===== src/rtl/quadrature_encoder_gen.sv =====
// Quadrature A/B generator emulating a rotary encoder for a commanded number of detents.
// Optional build macro QUAD_GEN_ACTIVE_LOW_EN drives A/B inverted (rest state AB=11).
module quadrature_encoder_gen #(
    parameter int unsigned PHASE_DIV = 8000,
    parameter int unsigned DIV_W     = 16,
    parameter int unsigned CNT_W     = 10
) (
    input  logic             Clk,
    input  logic             Reset,
    input  logic             Start,
    input  logic             Dir,
    input  logic [CNT_W-1:0] Detents,
    input  logic             Abort,
    output logic             Ready,
    output logic             Busy,
    output logic             Done,
    output logic             A,
    output logic             B,
    output logic [CNT_W-1:0] Remaining
);

`ifdef QUAD_GEN_ACTIVE_LOW_EN
    localparam logic [1:0] AB_POL = 2'b11;
`else
    localparam logic [1:0] AB_POL = 2'b00;
`endif

    localparam logic [DIV_W-1:0] DIV_LAST = DIV_W'(PHASE_DIV - 1);

    typedef enum logic [1:0] {
        IDLE,
        RUN,
        DONE
    } state_t;

    state_t           state;
    logic [DIV_W-1:0] div_q;
    logic [1:0]       step_q;
    logic [1:0]       ab_q;
    logic             dir_q;
    logic             abort_q;
    logic             last_q;
    logic             ready_q;
    logic             busy_q;
    logic             done_q;
    logic [CNT_W-1:0] remaining_q;

    logic             div_wrap;
    logic [1:0]       step_next;
    logic             abort_hit;

    // Step index 0..3 maps to the positive-logic AB pattern for the latched direction.
    function automatic logic [1:0] gray_ab(input logic [1:0] idx, input logic cw);
        logic [1:0] ab;
        ab = 2'b00;
        case (idx)
            2'd0: ab = 2'b00;
            2'd1: ab = cw ? 2'b10 : 2'b01;
            2'd2: ab = 2'b11;
            2'd3: ab = cw ? 2'b01 : 2'b10;
            default: ab = 2'b00;
        endcase
        return ab;
    endfunction

    always_comb begin
        div_wrap  = (div_q == DIV_LAST);
        step_next = step_q + 2'd1;
        abort_hit = abort_q | Abort;
    end

    // last_q holds RUN for one extra cycle after the final 00, so Done lands one
    // cycle after the last edge and Ready one cycle after Done, also for Detents=0.
    always_ff @(posedge Clk or posedge Reset) begin
        if (Reset) begin
            state       <= IDLE;
            div_q       <= '0;
            step_q      <= '0;
            ab_q        <= AB_POL;
            dir_q       <= 1'b0;
            abort_q     <= 1'b0;
            last_q      <= 1'b0;
            ready_q     <= 1'b1;
            busy_q      <= 1'b0;
            done_q      <= 1'b0;
            remaining_q <= '0;
        end else begin
            case (state)
                IDLE: begin
                    if (Start) begin
                        dir_q       <= Dir;
                        remaining_q <= Detents;
                        div_q       <= '0;
                        step_q      <= '0;
                        abort_q     <= 1'b0;
                        last_q      <= (Detents == '0);
                        ready_q     <= 1'b0;
                        busy_q      <= 1'b1;
                        state       <= RUN;
                    end
                end
                RUN: begin
                    if (last_q) begin
                        done_q <= 1'b1;
                        state  <= DONE;
                    end else begin
                        if (Abort) begin
                            abort_q <= 1'b1;
                        end
                        if (div_wrap) begin
                            div_q  <= '0;
                            step_q <= step_next;
                            ab_q   <= gray_ab(step_next, dir_q) ^ AB_POL;
                            if (step_q == 2'd3) begin
                                if (abort_hit) begin
                                    remaining_q <= '0;
                                    last_q      <= 1'b1;
                                end else begin
                                    remaining_q <= remaining_q - CNT_W'(1);
                                    last_q      <= (remaining_q == CNT_W'(1));
                                end
                            end
                        end else begin
                            div_q <= div_q + DIV_W'(1);
                        end
                    end
                end
                DONE: begin
                    done_q  <= 1'b0;
                    abort_q <= 1'b0;
                    last_q  <= 1'b0;
                    ready_q <= 1'b1;
                    busy_q  <= 1'b0;
                    state   <= IDLE;
                end
                default: begin
                    state <= IDLE;
                end
            endcase
        end
    end

    assign A         = ab_q[1];
    assign B         = ab_q[0];
    assign Ready     = ready_q;
    assign Busy      = busy_q;
    assign Done      = done_q;
    assign Remaining = remaining_q;

endmodule


===== config.mk =====
export PLATFORM = sky130hd
export DESIGN_NAME = quadrature_encoder_gen
export DESIGN_NICKNAME = d
export VERILOG_FILES = /design/src/rtl/quadrature_encoder_gen.sv
export SDC_FILE = /design/constraint.sdc
export NUM_CORES = 1
export LEC_CHECK = 0
export CAP_MARGIN = 5
export CORE_UTILIZATION = 30
export CTS_CLUSTER_SIZE = 14
export DETAILED_ROUTE_END_ITERATION = 6
export DONT_BUFFER_PORTS = 1
export PLACE_DENSITY = 0.42
export SLEW_MARGIN = 20
export SYNTH_ARGS = -nofsm -noshare
export SYNTH_HDL_FRONTEND = slang
export SYNTH_SLANG_ARGS = --single-unit

===== constraint.sdc =====
create_clock -name Clk -period 2.8 [get_ports Clk]
set_input_delay 0.14 -clock Clk [delete_from_list [all_inputs] [get_ports Clk]]
set_output_delay 0.14 -clock Clk [all_outputs]
set_load 0.005 [all_outputs]

==> run_results.csv <==
group,metric,value,unit
worst_hold_path,hold-path-cell-count,2,
worst_setup_path,critPathRequiredTime,2.95,ns
route,detail_route.iter0.violations,99,
worst_setup_path,cpPeakStageDelay,0.64,ns
pwr,power_dens_cells,818,nW/um^2
pwr,irDropWorstVdd,0.000180,V
worst_setup_path,cp_num_cells,4,
floorplan,start_util,0.312,
pwr,power.share.switching,0.417,
cells_and_area,area.growth.synth_to_final,10.2,%
clock_network,numCtsBuffers,5,
pwr,p_clk_frac,0.190,
yosys,yosysWarningCount,0,
clock_network,cts_tree,"done",
clock_network,htree_levels,2,
floorplan,floorplan.rows,31,
cells_and_area,finalInstanceArea,2520,sq um
route,drt_wl_total,5470,um
cells_and_area,fin_util,0.344,
cells_and_area,total_inserted_antenna_cells,0,
grt,grt_pass1_vias,1836,
sta,setup_violations,0,
grt,grtUsageTotal,0.148,
worst_setup_path,crit_path_end_kind,"flip-flop",
grt,grt_overflow,0,
cells_and_area,multi_input_area,1210,sq um
cells_and_area,fillerInstances,745,
yosys,postSynth.topFlopCell,"dfrtp_1",
floorplan,die_y,89.3,um
run_status,outcome,"completed",
sta,skew,0.00857,ns
pwr,power.leakage,1.06,nW
yosys,synth-seq-cells,38,
worst_setup_path,crit_path_frequent_cell,"or4_4",
clock_network,tritoncts_num_sinks,38,
floorplan,design.core.area,7330,sq um
worst_setup_path,endpoint,"Remaining[1]$_DFFE_PP0P_",
clock_network,cts.reportedPaths.clkPinSlew,0.07,ns
pwr,share_seq_of_total_power,0.385,
worst_setup_path,worst_path_dominant_cell_family,"simple AND/OR/NAND/NOR gates",
worst_setup_path,cp_cell_sequence,"or4_4 > or4_4 > a21o_1 > mux2i_1",
sta,setup_repair_after_global_routing_missed_its_margin,"no",
cells_and_area,final_nets,283,
yosys,synth_nets,278,
route,drt-vias-per-instance,5.33,
sta,max_slew_margin,0.509,
grt,grt_first_pass_wirelength,9160,um
worst_setup_path,critical_path_class,"reg2reg",
yosys,synth-edff-count,0,
route,drt-pass1-iter-count,4,
worst_setup_path,reg2reg_from,"div_q[6]$_DFFE_PP0P_",
yosys,synth.avg_cell_area,9.12,sq um
sta,layout_worst_path_cycle_share,0.818,
route,route.antenna.remaining_nets,0,
worst_setup_path,critical_path.startpoint,"div_q[6]$_DFFE_PP0P_",
floorplan,fp.dieArea,7980,sq um
pwr,power.internal,1.20,mW
grt,initial_antenna_violation_count,0,
worst_setup_path,r2r_end,"Remaining[1]$_DFFE_PP0P_",
yosys,synth_seq_area_share,0.416,
clock_network,buffer_levels_on_the_longest_clock_path,2,
grt,largest_net_degree_at_the_start_of_global_routing,39,
yosys,synthesis.instances,251,
clock_network,clock_latency,0.29,ns
cells_and_area,area.sequential,952,sq um
sta,worst_pin_slew,0.729,ns
worst_setup_path,critical_path_peak_fanout,10,
clock_network,cts.root.buffer_cell,"clkbuf_8",
clock_network,cts_post_setup_buffers_inserted,0,
sta,max_freq,436,MHz
worst_setup_path,cp_num_buf_inv,0,
yosys,synthesis.area,2290,sq um
cells_and_area,post_route_cells_drive_above_1_share,0.0973,
yosys,asr_flop_ratio_synth,1.00,
flow_run,cap_violations,0,
worst_hold_path,min_path_type,"in2reg",
route,post_drt_wl_per_cell,15.4,um
pwr,switching_power_summed_over_all_nets,0.861,mW
place,numPortBuffers,0,
worst_setup_path,rr_worst_depth,4,
worst_setup_path,cpMaxStageDelayCell,"or4_4",
worst_setup_path,r2r_slack,0.51,ns
pwr,p_comb_frac,0.425,
route,via_count,1897,
sta,timing.setup.tns,0,ns
floorplan,ios,30,
place,hpwlAfterDp,3970,um
floorplan,dieWidth,89.3,um
sta,hold_violations,0,
yosys,yosys.cell_types.count,50,
place,postPlaceCellArea,2410,sq um
route,drt_drc_violations_left,0,
sta,report.final.slew_viol_count,0,
sta,min_period,2.29,ns
worst_setup_path,timing.critical_path.arrival,2.44,ns
worst_setup_path,worst_setup_path_start_kind,"flip-flop",
place,gp_routability_congestion,0.768,
## through the flow
stage	hold slack [ns]	power, mW	std cells	setup slack (ns)
after floorplan	0.290	1.44	251	0.652
after global placement	0.197	1.69	346	0.528
after detailed placement	0.194	1.68	346	0.504
after CTS	0.000289	2.09	355	0.492
after global routing	0.0235	2.24	356	0.400
final	0.0278	2.06	356	0.509
## power groups by stage
stage	logic, mW	clock network, mW	registers [mW]
after global routing	0.986	0.435	0.818
final	0.877	0.392	0.794
after floorplan	0.669	0	0.768
after CTS	0.879	0.413	0.795
after detailed placement	0.872	0	0.807
after global placement	0.888	0	0.806
## cells in the mapped netlist, drive strengths merged, types with 5 or more instances
master  count  area (sq um)
a211oi      8          60.1
inv        18          67.6
nor2       26          97.6
ha         12           150
or4         5          45.0
nand2      10          37.5
dfrtp      37           926
o22ai       9          56.3
o21ai      12          60.1
nor2b       7          43.8
clkbuf      9          33.8
and3        5          31.3
or3         5          31.3
a21oi      23           115
## placed cells by master, fill, tap and decap left out, drive strengths merged, types with 2 or more instances in the layout
master / n
o21ai: 12
a21oi: 23
a22oi: 4
o2111ai: 2
a211o: 3
o22ai: 9
dlygate4sd3: 2
nor2b: 7
nor3b: 2
a21o: 2
or3: 5
nor3: 3
clkbuf: 7
nand3: 3
and3: 5
o31ai: 2
nand2: 10
buf: 8
inv: 18
and4: 2
o2bb2ai: 2
o211ai: 3
or4: 5
nor2: 26
a211oi: 8
ha: 12
xor2: 4
nand4: 4
dfrtp: 37
mux2: 3
nor4: 4
a31oi: 2
mux2i: 2
nand2b: 3
## cell families (layout without fill, tap and decap cells)
family | after synthesis | in the layout | synth area share
AND/OR/NAND/NOR | 82 | 82 | 0.193
AO/OA/AOI/OAI | 79 | 79 | 0.226
flip-flops | 38 | 38 | 0.416
buffers and inverters | 30 | 36 | 0.0563
adder cells (fa/ha/maj) | 12 | 12 | 0.0656
XOR/XNOR | 5 | 5 | 0.0191
multiplexers | 5 | 5 | 0.0235
## cell type report
| type | instances | area share |
|---|---|---|
| repair buffers | 10 | 0.0317 |
| flip-flops and latches | 38 | 0.377 |
| clock buffers | 7 | 0.0342 |
| inverters | 18 | 0.0268 |
| multi-input cells | 183 | 0.479 |
| clock inverters | 1 | 0.00198 |
| well taps | 99 | 0.0491 |
## state kept, by name, indices dropped and copies added, names as in the netlist
signal     flops
state          2
abort_q        1
step_q         2
Busy           1
Remaining     10
ab_q           2
Done           1
dir_q          1
Ready          1
div_q         16
last_q         1
## how the worst min path moves through the flow
stage	from	endpoint	slack [ns]
2_1_floorplan	Dir	dir_q$_DFFE_PP0P_	0.29
3_3_place_gp	Reset	dir_q$_DFFE_PP0P_	0.20
3_5_place_dp	Reset	ab_q[1]$_DFFE_PP0P_	0.19
4_1_cts	Dir	dir_q$_DFFE_PP0P_	0.0003
5_1_grt	Start	state[0]$_DFFE_PP0P_	0.02
6_report	Start	state[0]$_DFFE_PP0P_	0.03
## per-layer routing
metal / up-vias / part of all wire / GRT usage
met5: - / 0 / 0
met4: 0 / 0.012 / 0.0433
met2: 39 / 0.46 / 0.231
met3: 5 / 0.046 / 0.0323
met1: 920 / 0.48 / 0.206
li1: 933 / - / -
## what timing repair did
action,in CTS,in global routing
gates resized for setup,0,0
endpoints found under the hold margin,37,1
hold buffers,1,1
Note: power is estimated with default switching activity, not from simulation.
